## config.mk

```make
export PLATFORM = sky130hd
export DESIGN_NAME = cache_refill_arbiter_flat
export DESIGN_NICKNAME = d
export VERILOG_FILES = /design/src/rtl/cache_refill_arbiter_if.sv /design/src/rtl/cache_refill_arbiter.sv /design/src/flat_wrapper.sv
export SDC_FILE = /design/constraint.sdc
export NUM_CORES = 1
export LEC_CHECK = 0
export ABC_AREA = 1
export BUFFER_PORTS_ARGS = -buffer_cell sky130_fd_sc_hd__clkbuf_2
export CORE_MARGIN = 10
export CORE_UTILIZATION = 45
export CTS_BUF_LIST = sky130_fd_sc_hd__clkbuf_4 sky130_fd_sc_hd__clkbuf_8
export CTS_CLUSTER_SIZE = 14
export DETAILED_ROUTE_END_ITERATION = 8
export PLACE_DENSITY = 0.88
export SLEW_MARGIN = 10
export SYNTH_ARGS = -nofsm -noshare
export SYNTH_HDL_FRONTEND = slang
export SYNTH_SLANG_ARGS = --single-unit
```

## constraint.sdc

```tcl
create_clock -name clk -period 1.8 [get_ports clk]
set_input_delay 0.36 -clock clk [delete_from_list [all_inputs] [get_ports clk]]
set_output_delay 0.36 -clock clk [all_outputs]
set_load 0.005 [all_outputs]
```

## src/rtl/cache_refill_arbiter_if.sv

```systemverilog
// Bundle between the refill arbiter, the two cache miss ports and the main-memory port.
// The slave modport is the arbiter's view; master is the cache/memory side.
interface cache_refill_arbiter_if #(
    parameter int LINE_WORDS = 4,
    parameter int ADDR_W     = 32,
    parameter int DATA_W     = 32
);
    localparam int IDX_W = $clog2(LINE_WORDS);

    logic              imiss;
    logic [ADDR_W-1:0] iaddr;
    logic              dmiss;
    logic [ADDR_W-1:0] daddr;
    logic              ddirty;
    logic [ADDR_W-1:0] dvict_addr;
    logic [DATA_W-1:0] dvict_data;
    logic [IDX_W-1:0]  dvict_idx;
    logic              mem_req;
    logic              mem_we;
    logic [ADDR_W-1:0] mem_addr;
    logic [DATA_W-1:0] mem_wdata;
    logic              mem_ack;
    logic [DATA_W-1:0] mem_rdata;
    logic [DATA_W-1:0] fill_data;
    logic [IDX_W-1:0]  fill_idx;
    logic              ifill_we;
    logic              dfill_we;
    logic              ifill;
    logic              dfill;

    modport slave (
        input  imiss, iaddr, dmiss, daddr, ddirty, dvict_addr, dvict_data, mem_ack, mem_rdata,
        output dvict_idx, mem_req, mem_we, mem_addr, mem_wdata,
        output fill_data, fill_idx, ifill_we, dfill_we, ifill, dfill
    );

    modport master (
        output imiss, iaddr, dmiss, daddr, ddirty, dvict_addr, dvict_data, mem_ack, mem_rdata,
        input  dvict_idx, mem_req, mem_we, mem_addr, mem_wdata,
        input  fill_data, fill_idx, ifill_we, dfill_we, ifill, dfill
    );
endinterface

```

## src/rtl/cache_refill_arbiter.sv

```systemverilog
// Arbitrates I/D line refills onto one memory port: optional dirty writeback, line read,
// word streaming into the owning cache and a one-cycle completion pulse.
//
// state | meaning
// IDLE  | waiting for a miss; requester completed last cycle is masked
// WB    | writing the dirty D victim line back, one word per ack
// DRD   | reading the D line, one word per ack
// IRD   | reading the I line, one word per ack
// DDONE | last D word strobing into the D-cache; dfill follows
// IDONE | last I word strobing into the I-cache; ifill follows
module cache_refill_arbiter #(
    parameter int LINE_WORDS = 4,
    parameter int ADDR_W     = 32,
    parameter int DATA_W     = 32
) (
    input  logic                   clk,
    input  logic                   rst_n,
    cache_refill_arbiter_if.slave  bus
);
    localparam int IDX_W = $clog2(LINE_WORDS);
    localparam int OFF_W = IDX_W + 2;
    localparam logic [ADDR_W-1:0] LINE_MASK = ~(ADDR_W'(LINE_WORDS * 4 - 1));

    typedef enum logic [2:0] {IDLE, WB, DRD, IRD, DDONE, IDONE} state_t;

    state_t            r_state;
    state_t            w_state_nxt;
    logic [IDX_W-1:0]  r_cnt;
    logic [ADDR_W-1:0] r_line_addr;
    logic [ADDR_W-1:0] r_vict_addr;
    logic [DATA_W-1:0] r_fill_data;
    logic [IDX_W-1:0]  r_fill_idx;
    logic              r_ifill_we;
    logic              r_dfill_we;
    logic              r_ifill;
    logic              r_dfill;

    logic              w_busy;
    logic              w_ack;
    logic              w_last;
    logic              w_grant_d;
    logic              w_grant_i;
    logic [ADDR_W-1:0] w_word_off;

    assign w_busy     = (r_state == WB) || (r_state == DRD) || (r_state == IRD);
    assign w_ack      = w_busy && bus.mem_ack;
    assign w_last     = (r_cnt == IDX_W'(LINE_WORDS - 1));
    assign w_word_off = {{(ADDR_W - OFF_W){1'b0}}, r_cnt, 2'b00};
    // The fill pulse register doubles as the one-cycle mask for the stale miss just served.
    assign w_grant_d  = bus.dmiss && !r_dfill;
    assign w_grant_i  = bus.imiss && !r_ifill && !w_grant_d;

    always_ff @(posedge clk) begin
        if (!rst_n) r_state <= IDLE;
        else        r_state <= w_state_nxt;
    end

    always_comb begin
        w_state_nxt  = r_state;
        bus.mem_req  = 1'b0;
        bus.mem_we   = 1'b0;
        bus.mem_addr = '0;
        case (r_state)
            IDLE: begin
                if (w_grant_d)      w_state_nxt = bus.ddirty ? WB : DRD;
                else if (w_grant_i) w_state_nxt = IRD;
            end
            WB: begin
                bus.mem_req  = 1'b1;
                bus.mem_we   = 1'b1;
                bus.mem_addr = (r_vict_addr & LINE_MASK) + w_word_off;
                if (w_ack && w_last) w_state_nxt = DRD;
            end
            DRD: begin
                bus.mem_req  = 1'b1;
                bus.mem_addr = (r_line_addr & LINE_MASK) + w_word_off;
                if (w_ack && w_last) w_state_nxt = DDONE;
            end
            IRD: begin
                bus.mem_req  = 1'b1;
                bus.mem_addr = (r_line_addr & LINE_MASK) + w_word_off;
                if (w_ack && w_last) w_state_nxt = IDONE;
            end
            DDONE:   w_state_nxt = IDLE;
            IDONE:   w_state_nxt = IDLE;
            default: w_state_nxt = IDLE;
        endcase
    end

    always_ff @(posedge clk) begin
        if (!rst_n) begin
            r_cnt       <= '0;
            r_line_addr <= '0;
            r_vict_addr <= '0;
            r_fill_data <= '0;
            r_fill_idx  <= '0;
            r_ifill_we  <= 1'b0;
            r_dfill_we  <= 1'b0;
            r_ifill     <= 1'b0;
            r_dfill     <= 1'b0;
        end else begin
            if (w_ack) r_cnt <= w_last ? '0 : r_cnt + IDX_W'(1);
            if (r_state == IDLE) begin
                if (w_grant_d) begin
                    r_line_addr <= bus.daddr;
                    r_vict_addr <= bus.dvict_addr;
                end else if (w_grant_i) begin
                    r_line_addr <= bus.iaddr;
                end
            end
            if (w_ack && r_state != WB) begin
                r_fill_data <= bus.mem_rdata;
                r_fill_idx  <= r_cnt;
            end
            r_ifill_we <= w_ack && (r_state == IRD);
            r_dfill_we <= w_ack && (r_state == DRD);
            r_ifill    <= (r_state == IDONE);
            r_dfill    <= (r_state == DDONE);
        end
    end

    assign bus.dvict_idx = (r_state == WB) ? r_cnt : '0;
    assign bus.mem_wdata = (r_state == WB) ? bus.dvict_data : '0;
    assign bus.fill_data = r_fill_data;
    assign bus.fill_idx  = r_fill_idx;
    assign bus.ifill_we  = r_ifill_we;
    assign bus.dfill_we  = r_dfill_we;
    assign bus.ifill     = r_ifill;
    assign bus.dfill     = r_dfill;
endmodule

```

## src/flat_wrapper.sv

```systemverilog
// flat-port wrapper written by rule: the top's interface ports become plain ports
module cache_refill_arbiter_flat 
#(
    parameter int LINE_WORDS = 4,
    parameter int ADDR_W     = 32,
    parameter int DATA_W     = 32
)
  (clk, rst_n, bus_imiss, bus_iaddr, bus_dmiss, bus_daddr, bus_ddirty, bus_dvict_addr, bus_dvict_data, bus_mem_ack, bus_mem_rdata, bus_dvict_idx, bus_mem_req, bus_mem_we, bus_mem_addr, bus_mem_wdata, bus_fill_data, bus_fill_idx, bus_ifill_we, bus_dfill_we, bus_ifill, bus_dfill);
  cache_refill_arbiter_if #(.LINE_WORDS(LINE_WORDS), .ADDR_W(ADDR_W), .DATA_W(DATA_W)) bus_i ();
  input  logic clk;
  input  logic rst_n;
  input wire logic [$bits(bus_i.imiss)-1:0] bus_imiss;
  input wire logic [$bits(bus_i.iaddr)-1:0] bus_iaddr;
  input wire logic [$bits(bus_i.dmiss)-1:0] bus_dmiss;
  input wire logic [$bits(bus_i.daddr)-1:0] bus_daddr;
  input wire logic [$bits(bus_i.ddirty)-1:0] bus_ddirty;
  input wire logic [$bits(bus_i.dvict_addr)-1:0] bus_dvict_addr;
  input wire logic [$bits(bus_i.dvict_data)-1:0] bus_dvict_data;
  input wire logic [$bits(bus_i.mem_ack)-1:0] bus_mem_ack;
  input wire logic [$bits(bus_i.mem_rdata)-1:0] bus_mem_rdata;
  output wire logic [$bits(bus_i.dvict_idx)-1:0] bus_dvict_idx;
  output wire logic [$bits(bus_i.mem_req)-1:0] bus_mem_req;
  output wire logic [$bits(bus_i.mem_we)-1:0] bus_mem_we;
  output wire logic [$bits(bus_i.mem_addr)-1:0] bus_mem_addr;
  output wire logic [$bits(bus_i.mem_wdata)-1:0] bus_mem_wdata;
  output wire logic [$bits(bus_i.fill_data)-1:0] bus_fill_data;
  output wire logic [$bits(bus_i.fill_idx)-1:0] bus_fill_idx;
  output wire logic [$bits(bus_i.ifill_we)-1:0] bus_ifill_we;
  output wire logic [$bits(bus_i.dfill_we)-1:0] bus_dfill_we;
  output wire logic [$bits(bus_i.ifill)-1:0] bus_ifill;
  output wire logic [$bits(bus_i.dfill)-1:0] bus_dfill;
  assign bus_i.imiss = bus_imiss;
  assign bus_i.iaddr = bus_iaddr;
  assign bus_i.dmiss = bus_dmiss;
  assign bus_i.daddr = bus_daddr;
  assign bus_i.ddirty = bus_ddirty;
  assign bus_i.dvict_addr = bus_dvict_addr;
  assign bus_i.dvict_data = bus_dvict_data;
  assign bus_i.mem_ack = bus_mem_ack;
  assign bus_i.mem_rdata = bus_mem_rdata;
  assign bus_dvict_idx = bus_i.dvict_idx;
  assign bus_mem_req = bus_i.mem_req;
  assign bus_mem_we = bus_i.mem_we;
  assign bus_mem_addr = bus_i.mem_addr;
  assign bus_mem_wdata = bus_i.mem_wdata;
  assign bus_fill_data = bus_i.fill_data;
  assign bus_fill_idx = bus_i.fill_idx;
  assign bus_ifill_we = bus_i.ifill_we;
  assign bus_dfill_we = bus_i.dfill_we;
  assign bus_ifill = bus_i.ifill;
  assign bus_dfill = bus_i.dfill;
  cache_refill_arbiter #(.LINE_WORDS(LINE_WORDS), .ADDR_W(ADDR_W), .DATA_W(DATA_W)) u_core (.clk(clk), .rst_n(rst_n), .bus(bus_i));
endmodule
```

==> metrics.yaml, run 1 <==
tns_ns: -0.0198
leakage_nw: 3.33
hold_slack_ns: 0.215
gp_routability_congestion: 0.820
hpwl_mm: 12.0
synth-simple-area-share_pct: 29.8
remaining_drc_errors: 0
design.core.area_um2: 9680
yosysTopAreaCellShare_pct: 44.5
start_util_pct: 46.0
crit_arrival_ns: 1.45
end_kind: "primary output"
num_io_pins: 272
hold-path-endpoint: "u_core.r_vict_addr[8]$_SDFFE_PN0P_"
synth_compound_area_share_pct: 16.4
rows: 36
cts_max_path_buffers: 2
antenna_left: 0
syn_to_final_growth_pct: 40.3
synthArstFlopShare_pct: 0
grt_pass1_vias: 4944
syn_area_per_cell_um2: 6.83
drive_gt1_share_pct: 34.7
layout_setup_ws_ns: -0.0106
muxShareOfSynthArea_pct: 0
r2r-start: "u_core.r_state[1]$_SDFFE_PN0P_"
synthTopCellsByArea: "dfxtp_1 45%, nor2_1 13%, nand2_1 11%"
ys_types: 22
die-area_um2: 14300
path_clk_slew_ns: 0.10
drt-total-wl_mm: 15.9
dieHeight_um: 119
cts_made_buffers: 9
yosys_warnings: 0
clock_sinks: 99
cts_hold_buf: 0
outcome: "finished with violations"
cp_max_fo: 6
ys_top_cells_by_count: "157 x nor2_1, 130 x nand2_1, 99 x dfxtp_1, 56 x o21ai_0, 40 x inv_1"
grt_first_pass_wirelength_mm: 24.9
timing.fmax_mhz: 552
worst_slew_pin_slew_ns: 0.591
maxCapViolations: 0
vias: 5078
synth-edff-count: 0
grt_usage_pct: 21.1
irDropWorstVdd_mv: 0.634
diodes: 0
r2r_end: "u_core.r_line_addr[30]$_SDFFE_PN0P_"
slew-limit-headroom_pct: 60.2
rr_worst_depth: 9
finalCriticalPeriod_ns: 1.81
violations: "negative setup slack"
synth_top_family_by_area: "simple AND/OR/NAND/NOR gates"
worstPathRequired_ns: 1.44
synth_xor_area_share_pct: 0
critPathLaunchType: "register"
overflow: 0
final-setup-viol-count: 4
root_buffer: "clkbuf_8"
drt_iter0_markers: 363
synth-seq-cells: 99
cts_tree: "done"
synthMostInstantiatedCell: "nor2_1"
ys_seq_area_share_pct: 44.5
die_x_um: 119
synth_top_flop_cell: "dfxtp_1"
synth_fa_ha_area_share_pct: 0.281
routedWlPerCell_um: 15.4
synth_area_um2: 4450
hold_path_depth: 3
maxSlewViolCount: 0
skew_ns: 0.00717
nets: 1066
hold_viol: 0
clk-insertion-delay-late_ns: 0.36
rsz0062_at_grt: "true"
worstHoldStart: "bus_dvict_addr[8]"
critical_path_class: "register to primary output"
post-route-period-util_pct: 101
port-buffer-count: 257
htree_levels: 3
pwr_density_cell_nw_per_um2: 1310
via_per_inst: 4.90
synthCells: 652
rrSetupSlack_ns: 0.18
grt_max_degree: 62
antenna_found_initial: 0
drt_first_pass_iters: 5
synth_top_cell_by_area: "dfxtp_1"
hold_class: "primary input to register"
==> cell type report <==
cell class / count / area (um2)
inverter: 47 / 196
clock inverter: 5 / 60.1
sequential: 99 / 1990
fill: 861 / 3440
tap: 133 / 166
multi-input combinational: 461 / 2090
timing repair buffer: 281 / 1600
clock buffer: 11 / 151
==> state kept, by name, indices dropped and copies added (netlist names) <==
| register | cells |
|---|---|
| u_core.r_state | 3 |
| u_core.bus.ifill | 1 |
| u_core.r_cnt | 2 |
| u_core.bus.dfill | 1 |
| u_core.bus.fill_data | 32 |
| u_core.bus.fill_idx | 2 |
| u_core.r_vict_addr | 28 |
| u_core.bus.dfill_we | 1 |
| u_core.bus.ifill_we | 1 |
| u_core.r_line_addr | 28 |
==> worst max-delay path, cell delays in order (launching register included) <==
cell and delay, ns:
dfxtp_4 0.39, inv_6 0.05, nand3_4 0.10, inv_8 0.06, buf_8 0.13, a22o_1 0.22
buf_2 0.13
==> placed cells by master (no fill, tap or decap), drive strengths merged <==
cell,n
clkbuf,265
clkinv,2
nand2,132
dfxtp,99
o21ai,61
clkinvlp,1
nor2,160
buf,27
inv,48
a21oi,36
bufinv,1
nand3,37
ha,1
conb,2
nor4,1
nor3,3
a22o,28
==> through the flow <==
| step | utilization (%) | setup slack, ns | area, um2 | total power, mW | cells |
|---|---|---|---|---|---|
| after floorplan | - | 0.310 | 4460 | 5.10 | 653 |
| after global placement | 60.6 | 0.234 | 5870 | 6.29 | 1014 |
| after detailed placement | 60.6 | 0.219 | 5870 | 6.39 | 1014 |
| after CTS | 63.7 | -0.0315 | 6170 | 8.06 | 1033 |
| after global routing | 64.5 | -0.0898 | 6250 | 8.78 | 1037 |
| final | 64.5 | -0.0106 | 6250 | 8.16 | 1037 |
==> routing by layer <==
layer  track usage, %  up-vias  wire, um
met2             36.6      210      7940
met1             24.0     2287      6380
li1                 -     2565         -
met3             7.32       16      1440
met4             5.58        0       180
met5                0        -         0
==> worst max path at each step <==
| stage | startpoint | to | slack, ns | depth (start not counted) |
|---|---|---|---|---|
| detailed placement | bus_dmiss | u_core.r_line_addr[19]$_SDFFE_PN0P_ | 0.22 | 8 |
| global route | u_core.r_state[1]$_SDFFE_PN0P_ | bus_mem_addr[18] | -0.09 | 6 |
| floorplan | u_core.r_state[2]$_SDFFE_PN0P_ | bus_mem_addr[11] | 0.31 | 6 |
| finish | u_core.r_state[1]$_SDFFE_PN0P_ | bus_mem_addr[22] | -0.01 | 6 |
| global placement | bus_dmiss | u_core.r_line_addr[19]$_SDFFE_PN0P_ | 0.23 | 8 |
| CTS | u_core.r_state[2]$_SDFFE_PN0P_ | bus_mem_addr[22] | -0.03 | 6 |
==> where the power goes <==
part,leakage [nW],internal (mW),total (mW),switching (mW)
sequential,0.815,2.83,3.20,0.366
clock,0.106,0.724,1.50,0.774
combinational,2.41,1.44,3.46,2.02
==> cell families after synthesis <==
kind of cell	Yosys count
simple gates	333
compound gates	125
flops	99
buf+inv	93
fa+ha+maj	1
other cells	1
==> repair_timing <==
item                       in CTS  in global routing
setup endpoints to repair      62                 49
buffers inserted                2                  2
resized for setup              18                  8
cloned                          1                  2
pin swaps                       0                  3
No activity file was read; power rests on OpenSTA's default activity.
==> inputs of run 2 (changes only) <==
--- a/config.mk
+++ b/config.mk
@@ -5,14 +5,13 @@
 export SDC_FILE = /design/constraint.sdc
 export NUM_CORES = 1
 export LEC_CHECK = 0
-export ABC_AREA = 1
 export BUFFER_PORTS_ARGS = -buffer_cell sky130_fd_sc_hd__clkbuf_2
 export CORE_MARGIN = 10
 export CORE_UTILIZATION = 45
 export CTS_BUF_LIST = sky130_fd_sc_hd__clkbuf_4 sky130_fd_sc_hd__clkbuf_8
 export CTS_CLUSTER_SIZE = 14
 export DETAILED_ROUTE_END_ITERATION = 8
-export PLACE_DENSITY = 0.88
+export PLACE_DENSITY = 0.87
 export SLEW_MARGIN = 10
 export SYNTH_ARGS = -nofsm -noshare
 export SYNTH_HDL_FRONTEND = slang
==> run 2 against run 1 <==
Compared with the run above: the flow still finishes with violations (negative setup slack); clock-buffer cell count unchanged; register-to-register slack got worse by 0.10 ns; hold slack got worse by 0.018 ns; sequential power decreased by 7.2%; non-clock buffer count increased by 11; combinational power increased by 27%; core utilization increased by 0.72 points; fmax decreased by 4.2%; largest cell class unchanged.
==> metrics.yaml, run 2 <==
place_inst: 885  # -13%
nets: 944  # -11%
synth-seq-cells: 99  # unchanged
cts_tree: "done"
maxCapViolations: 0  # unchanged
synthTopCellsByArea: "dfxtp_1 42%, nand2_1 12%, a21boi_1 7.2%"
grt_first_pass_wirelength_mm: 23.1  # -7.4%
num_io_pins: 272  # unchanged
grt_usage_pct: 19.0  # -2.0 points
r2r-start: "u_core.r_state[1]$_SDFFE_PN0P_"
cp-endpoint: "bus_mem_addr[18]"
synthCells: 523  # -20%
cts_made_buffers: 9  # unchanged
skew_ns: 0.0129  # +0.00570 ns
drt-total-wl_mm: 16.0  # +0.17%
cts_max_path_buffers: 2  # unchanged
rrSetupSlack_ns: 0.08  # -0.10 ns
path_depth: 4  # -2
finalCriticalPeriod_ns: 1.89  # +0.0799 ns
synthMostInstantiatedCell: "nand2_1"
comb_power_share_pct: 48.7  # +6.3 points
pwr_density_cell_nw_per_um2: 1350  # +3.7%
timing.fmax_mhz: 529  # -4.2%
ys_top_cells_by_count: "149 x nand2_1, 99 x dfxtp_1, 45 x a21boi_1, 34 x and3_1"
rows: 37  # +2.8%
path_clk_slew_ns: 0.10  # about the same
syn_area_per_cell_um2: 8.96  # +31%
synthArstFlopShare_pct: 0  # unchanged
pwr-share-clk_pct: 18.4  # about the same
vias: 4727  # -6.9%
largest_reg_flops: 32  # unchanged
port-buffer-count: 257  # unchanged
pre_cts_ws_ns: 0.183  # -0.0360 ns
r2r_end: "u_core.r_line_addr[24]$_SDFFE_PN0P_"
slowest_delay_ns: 0.36  # -0.03 ns
grt_max_degree: 44  # -29%
cp_max_fo: 7  # +1
ys_types: 35  # +59%
diodes: 0  # unchanged
drive_gt1_share_pct: 44.0  # +9.3 points
worstPathRequired_ns: 1.44  # about the same
crit_arrival_ns: 1.53  # +0.08 ns
violations: "negative setup slack"
rr_worst_depth: 9  # unchanged
path_buf_inv: 2  # -2
post-route-period-util_pct: 105  # +4.4 points
final_area_um2: 6670  # +6.8%
pwr-share-seq_pct: 32.8  # -6.4 points
layout_setup_ws_ns: -0.0905  # -0.0799 ns
fillers: 861  # unchanged
outcome: "finished with violations"
synth_top_cell_by_area: "dfxtp_1"
ys_seq_area_share_pct: 42.3  # -2.2 points
htree_levels: 3  # unchanged
syn_to_final_growth_pct: 42.4
cp_top_family: "flip-flops"
grt_pass1_vias: 4467  # -9.6%
yosys_warnings: 0  # unchanged
irDropWorstVdd_mv: 0.702  # +11%
maxSlewViolCount: 0  # unchanged
hold_class: "primary input to register"
leakage_nw: 3.54  # +6.4%
critical_path_class: "register to primary output"
antenna_left: 0  # unchanged
final_cells: 918  # -11%
netSwitchingPower_mw: 3.26  # +3.2%
design.core.area_um2: 10200  # +5.6%
dpl_cell_area_um2: 6100  # +3.9%
via_per_inst: 5.15  # +5.2%
antenna_found_initial: 0  # unchanged
swShare_pct: 36.1  # -2.6 points
crit_start: "u_core.r_state[2]$_SDFFE_PN0P_"
mostFrequentLayoutCells: "251 x clkbuf_2, 149 x nand2_1, 96 x dfxtp_1, 45 x a21boi_1, 34 x and3_1"
die_x_um: 122  # +2.2%
drt_iter0_markers: 299  # -18%
final-setup-viol-count: 44  # +40
dieHeight_um: 122  # +2.2%
start_util_pct: 45.8  # -0.16 points
die-area_um2: 14900  # +4.4%
yosysTopAreaCellShare_pct: 42.3  # -2.2 points
drt_first_pass_iters: 4  # -1
synth_area_um2: 4690  # +5.3%
hold_viol: 0  # unchanged
layout_commonest_cell: "clkbuf_2"
rsz0062_at_grt: "true"
overflow: 0  # unchanged
synth-edff-count: 0  # unchanged
critPathLaunchType: "register"
tns_ns: -1.73  # -1.71 ns
clk-insertion-delay-late_ns: 0.37  # about the same
hpwl_mm: 11.4  # -4.6%
cpMaxStageDelayCell: "dfxtp_4"
routedWlPerCell_um: 17.4  # +13%
p_int_mw: 5.78  # +16%
end_kind: "primary output"
cp_cell_sequence: "and2b_4 > buf_12 > a22o_1 > clkbuf_2"
clock_sinks: 99  # unchanged
synth_top_flop_cell: "dfxtp_1"
gp_routability_congestion: 0.859  # +4.8%
remaining_drc_errors: 0  # unchanged
root_buffer: "clkbuf_8"
==> run 2: changes by cell type after synthesis, sizes merged, moves of 28 or more <==
| cell | before | now |
|---|---|---|
| a21boi | 0 | 65 |
| and3 | 0 | 34 |
| o21ai | 61 | 2 |
| o211a | 0 | 28 |
| mux2i | 0 | 28 |
| nor2 | 160 | 5 |
| inv | 47 | 0 |
| a21oi | 36 | 1 |
| nand2 | 132 | 160 |
| nand3 | 37 | 1 |
==> run 2: tightest hold or removal path: cells and delay by family <==
| family | cells | cell delay [ns] |
|---|---|---|
| buffers and inverters | 1 | 0.09 |
| AND/OR/NAND/NOR | 1 | 0.05 |
| AO/OA/AOI/OAI | 1 | 0.04 |
==> run 2: cell families (layout without fill, tap and decap cells) <==
family                   after synthesis  after routing  share of synthesized area, %
AND/OR/NAND/NOR                      216            216                          21.0
AO/OA/AOI/OAI                        127            127                          23.6
flip-flops                            99             99                          42.3
buffers and inverters                 50            308                          6.62
multiplexers                          28             28                          5.98
adder cells (fa/ha/maj)                1              1                         0.267
other                                  1              2                        0.0800
XOR/XNOR                               1              1                         0.187
==> run 2: per-stage QoR <==
| stage | power, mW | util, % | hold WS, ns |
|---|---|---|---|
| global placement | 6.37 | 59.6 | 0.440 |
| CTS | 8.48 | 63.3 | 0.181 |
| detailed placement | 6.44 | 59.6 | 0.445 |
| global route | 9.56 | 65.2 | 0.187 |
| floorplan | 5.21 | - | 0.435 |
| finish | 9.03 | 65.2 | 0.197 |
==> run 2: final cells by class <==
type | instances | area, um2 | share of cell area (%)
tap | 136 | 170 | 2.55
timing repair buffer | 292 | 1850 | 27.7
clock inverter | 5 | 85.1 | 1.28
sequential | 99 | 1990 | 29.8
clock buffer | 11 | 151 | 2.27
multi-input combinational | 375 | 2420 | 36.3
==> run 2: repair_timing <==
item / CTS / global route
setup buffers: 5 / 4
hold buffers: 0 / 0
setup endpoints to repair: 66 / 104
pin swaps: 3 / 2
cloned: 3 / 5
resized for setup: 15 / 12
==> run 2: power by group through the flow <==
stage | clock, mW | sequential, mW | combinational, mW
finish | 1.66 | 2.97 | 4.40
global route | 1.77 | 3.02 | 4.77
CTS | 1.69 | 2.96 | 3.83
detailed placement | 0 | 2.99 | 3.44
global placement | 0 | 2.98 | 3.39
floorplan | 0 | 2.95 | 2.26
==> run 2: how the worst min path moves through the flow <==
stage / startpoint / end / slack [ns] / cells past startpoint
5_1_grt: bus_mem_rdata[22] / u_core.bus.fill_data[22]$_SDFFE_PN0P_ / 0.19 / 3
4_1_cts: bus_mem_rdata[22] / u_core.bus.fill_data[22]$_SDFFE_PN0P_ / 0.18 / 3
6_report: bus_mem_rdata[22] / u_core.bus.fill_data[22]$_SDFFE_PN0P_ / 0.20 / 3
2_1_floorplan: u_core.r_vict_addr[11]$_SDFFE_PN0P_ / u_core.r_vict_addr[11]$_SDFFE_PN0P_ / 0.44 / 2
3_3_place_gp: u_core.bus.fill_data[5]$_SDFFE_PN0P_ / u_core.bus.fill_data[5]$_SDFFE_PN0P_ / 0.44 / 2
3_5_place_dp: u_core.bus.fill_data[13]$_SDFFE_PN0P_ / u_core.bus.fill_data[13]$_SDFFE_PN0P_ / 0.44 / 2
==> run 2: metal layers <==
| metal | track usage (%) | wire length (um) |
|---|---|---|
| met5 | 0 | 0 |
| met3 | 7.35 | 1660 |
| met4 | 4.86 | 155 |
| met1 | 22.9 | 6480 |
| met2 | 31.2 | 7670 |
==> inputs of run 3 (changes only) <==
--- a/config.mk
+++ b/config.mk
@@ -12,6 +12,7 @@
 export CTS_CLUSTER_SIZE = 14
 export DETAILED_ROUTE_END_ITERATION = 8
 export PLACE_DENSITY = 0.87
+export SETUP_SLACK_MARGIN = 0.1
 export SLEW_MARGIN = 10
 export SYNTH_ARGS = -nofsm -noshare
 export SYNTH_HDL_FRONTEND = slang
==> run 3 against run 2 <==
Compared with the run above: the flow still finishes with violations (negative setup slack); total power increased by 9.8%; flip-flop and latch count unchanged; highest routed layer unchanged; sequential share of layout area decreased by 1.5 points; hold slack got worse by 0.0034 ns; non-clock buffer count increased by 11; routed wire length increased by 6.3%; global-route usage increased by 0.077 points; clock-buffer cell count unchanged; fmax about the same; largest cell class unchanged; first-iteration DRC count increased by 7.4%.
==> metrics.yaml, run 3 (synthesis gave the netlist of run 2 again) <==
drt_first_pass_iters: 5  # +1
crit_arrival_ns: 1.53  # about the same
r2r-start: "u_core.r_state[1]$_SDFFE_PN0P_"
path_clk_slew_ns: 0.10  # about the same
num_io_pins: 272  # unchanged
grt_first_pass_wirelength_mm: 23.1  # +0.36%
port-buffer-count: 257  # unchanged
maxSlewViolCount: 0  # unchanged
finalCriticalPeriod_ns: 1.89  # +0.000120 ns
worstPathRequired_ns: 1.44  # about the same
grt_max_degree: 44  # unchanged
rows: 37  # unchanged
rrSetupSlack_ns: -0.02  # -0.10 ns
die-area_um2: 14900  # unchanged
pre_cts_ws_ns: 0.183  # unchanged
hold_class: "primary input to register"
fillers: 812  # -5.7%
cp_max_fo: 7  # unchanged
irDropWorstVdd_mv: 0.750  # +6.8%
post-route-period-util_pct: 105  # about the same
leakage_nw: 3.70  # +4.4%
largest_reg_flops: 32  # unchanged
multi_input_area_um2: 2590  # +6.7%
drt-total-wl_mm: 17.0  # +6.3%
violations: "negative setup slack"
diodes: 0  # unchanged
hold-path-endpoint: "u_core.r_vict_addr[16]$_SDFFE_PN0P_"
antenna_found_initial: 0  # unchanged
hold_slack_ns: 0.193  # -0.00336 ns
overflow: 0  # unchanged
start_util_pct: 45.8  # unchanged
vias: 4823  # +2.0%
skew_ns: 0.0131  # +0.000264 ns
critical_path_class: "register to primary output"
rr_worst_depth: 9  # unchanged
via_per_inst: 5.19  # +0.82%
clk-insertion-delay-late_ns: 0.37  # about the same
final-setup-viol-count: 53  # +20%
cts_max_path_buffers: 2  # unchanged
r2r_end: "u_core.r_line_addr[16]$_SDFFE_PN0P_"
tns_ns: -2.03  # -0.298 ns
pwr_density_cell_nw_per_um2: 1410  # +4.2%
htree_levels: 3  # unchanged
clock_sinks: 99  # unchanged
layout_setup_ws_ns: -0.0906  # -0.000120 ns
mostFrequentLayoutCells: "251 x clkbuf_2, 105 x nand2_1, 96 x dfxtp_1, 51 x nand2_2, 46 x a21boi_1"
final_area_um2: 7040  # +5.4%
syn_to_final_growth_pct: 50.1
remaining_drc_errors: 0  # unchanged
worstHoldStart: "bus_dvict_addr[16]"
rsz0062_at_grt: "true"
die_x_um: 122  # unchanged
routedWlPerCell_um: 18.3  # +5.1%
hpwl_mm: 11.4  # unchanged
grt_usage_pct: 19.1  # +0.077 points
maxCapViolations: 0  # unchanged
cts_made_buffers: 9  # unchanged
layout_commonest_cell: "clkbuf_2"
hold_viol: 0  # unchanged
drt_iter0_markers: 321  # +7.4%
hold_path_depth: 3  # unchanged
antenna_left: 0  # unchanged
timing.fmax_mhz: 529  # about the same
design.core.area_um2: 10200  # unchanged
outcome: "finished with violations"
drive_gt1_share_pct: 51.1  # +7.1 points
dpl_cell_area_um2: 6100  # unchanged
nets: 955  # +1.2%
end_kind: "primary output"
root_buffer: "clkbuf_8"
grt_pass1_vias: 4528  # +1.4%
gp_routability_congestion: 0.859  # unchanged
cts_tree: "done"
dieHeight_um: 122  # unchanged
critPathLaunchType: "register"
regArea_um2: 1990  # unchanged
-- run 3: cell count changes in the layout (fill, tap and decap cells not counted), moves of 2 or more --
cell,change
nand2_1,-44
nand2_2,+40
buf_6,+7
a21boi_0,-6
a21boi_2,+5
nand2_4,+4
clkbuf_16,+3
buf_4,-2
-- run 3: layout make-up --
type	instances	share of cell area, %
clock buffers	11	2.15
clock inverters	5	1.21
multi-input cells	375	36.8
flip-flops and latches	99	28.3
well taps	136	2.42
repair buffers	303	29.2
-- run 3: how the worst max path moves through the flow --
stage	startpoint	end	slack, ns	cells past startpoint
after floorplan	u_core.r_state[1]$_SDFFE_PN0P_	bus_mem_addr[11]	0.23	5
after global placement	u_core.r_state[2]$_SDFFE_PN0P_	bus_mem_addr[18]	0.18	5
after detailed placement	u_core.r_state[2]$_SDFFE_PN0P_	bus_mem_addr[18]	0.18	5
after CTS	u_core.r_state[2]$_SDFFE_PN0P_	bus_mem_addr[18]	-0.10	4
after global routing	u_core.r_state[2]$_SDFFE_PN0P_	bus_mem_addr[18]	-0.15	5
final	u_core.r_state[2]$_SDFFE_PN0P_	bus_mem_addr[21]	-0.09	5
-- run 3: per-layer routing --
layer | global-route usage [%] | share of wire (%) | vias to the layer above
li1 | - | - | 2328
met1 | 22.6 | 40 | 2240
met2 | 31.7 | 49 | 230
met3 | 7.45 | 10 | 25
met4 | 5.01 | 1.3 | 0
met5 | 0 | 0 | -
-- run 3: stage by stage --
| step | utilization [%] | cells | total power, mW |
|---|---|---|---|
| 3_3_place_gp | 59.6 | 885 | 6.37 |
| 3_5_place_dp | 59.6 | 885 | 6.44 |
| 5_1_grt | 68.8 | 929 | 10.4 |
| 6_report | 68.8 | 929 | 9.92 |
| 2_1_floorplan | - | 524 | 5.21 |
| 4_1_cts | 63.9 | 909 | 8.59 |
-- run 3: worst max-delay path, cell delays in order (launching register included) --
cell and delay, ns:
dfxtp_4 0.36, nor2_2 0.12, and2_4 0.22, clkbuf_16 0.17, a22o_1 0.15, clkbuf_2 0.13
-- run 3: repair_timing --
| item | in CTS | in global routing |
|---|---|---|
| resized for setup | 38 | 62 |
| hold buffers | 0 | 0 |
| setup buffers | 5 | 10 |
| pin swaps | 3 | 8 |
| cloned | 3 | 10 |
| endpoints found under the setup margin | 66 | 119 |
-- run 3: report_power, final --
group          switching (mW)  internal (mW)
clock network           0.814          0.864
registers               0.297           2.68
logic                    2.52           2.75
total                    3.63           6.29
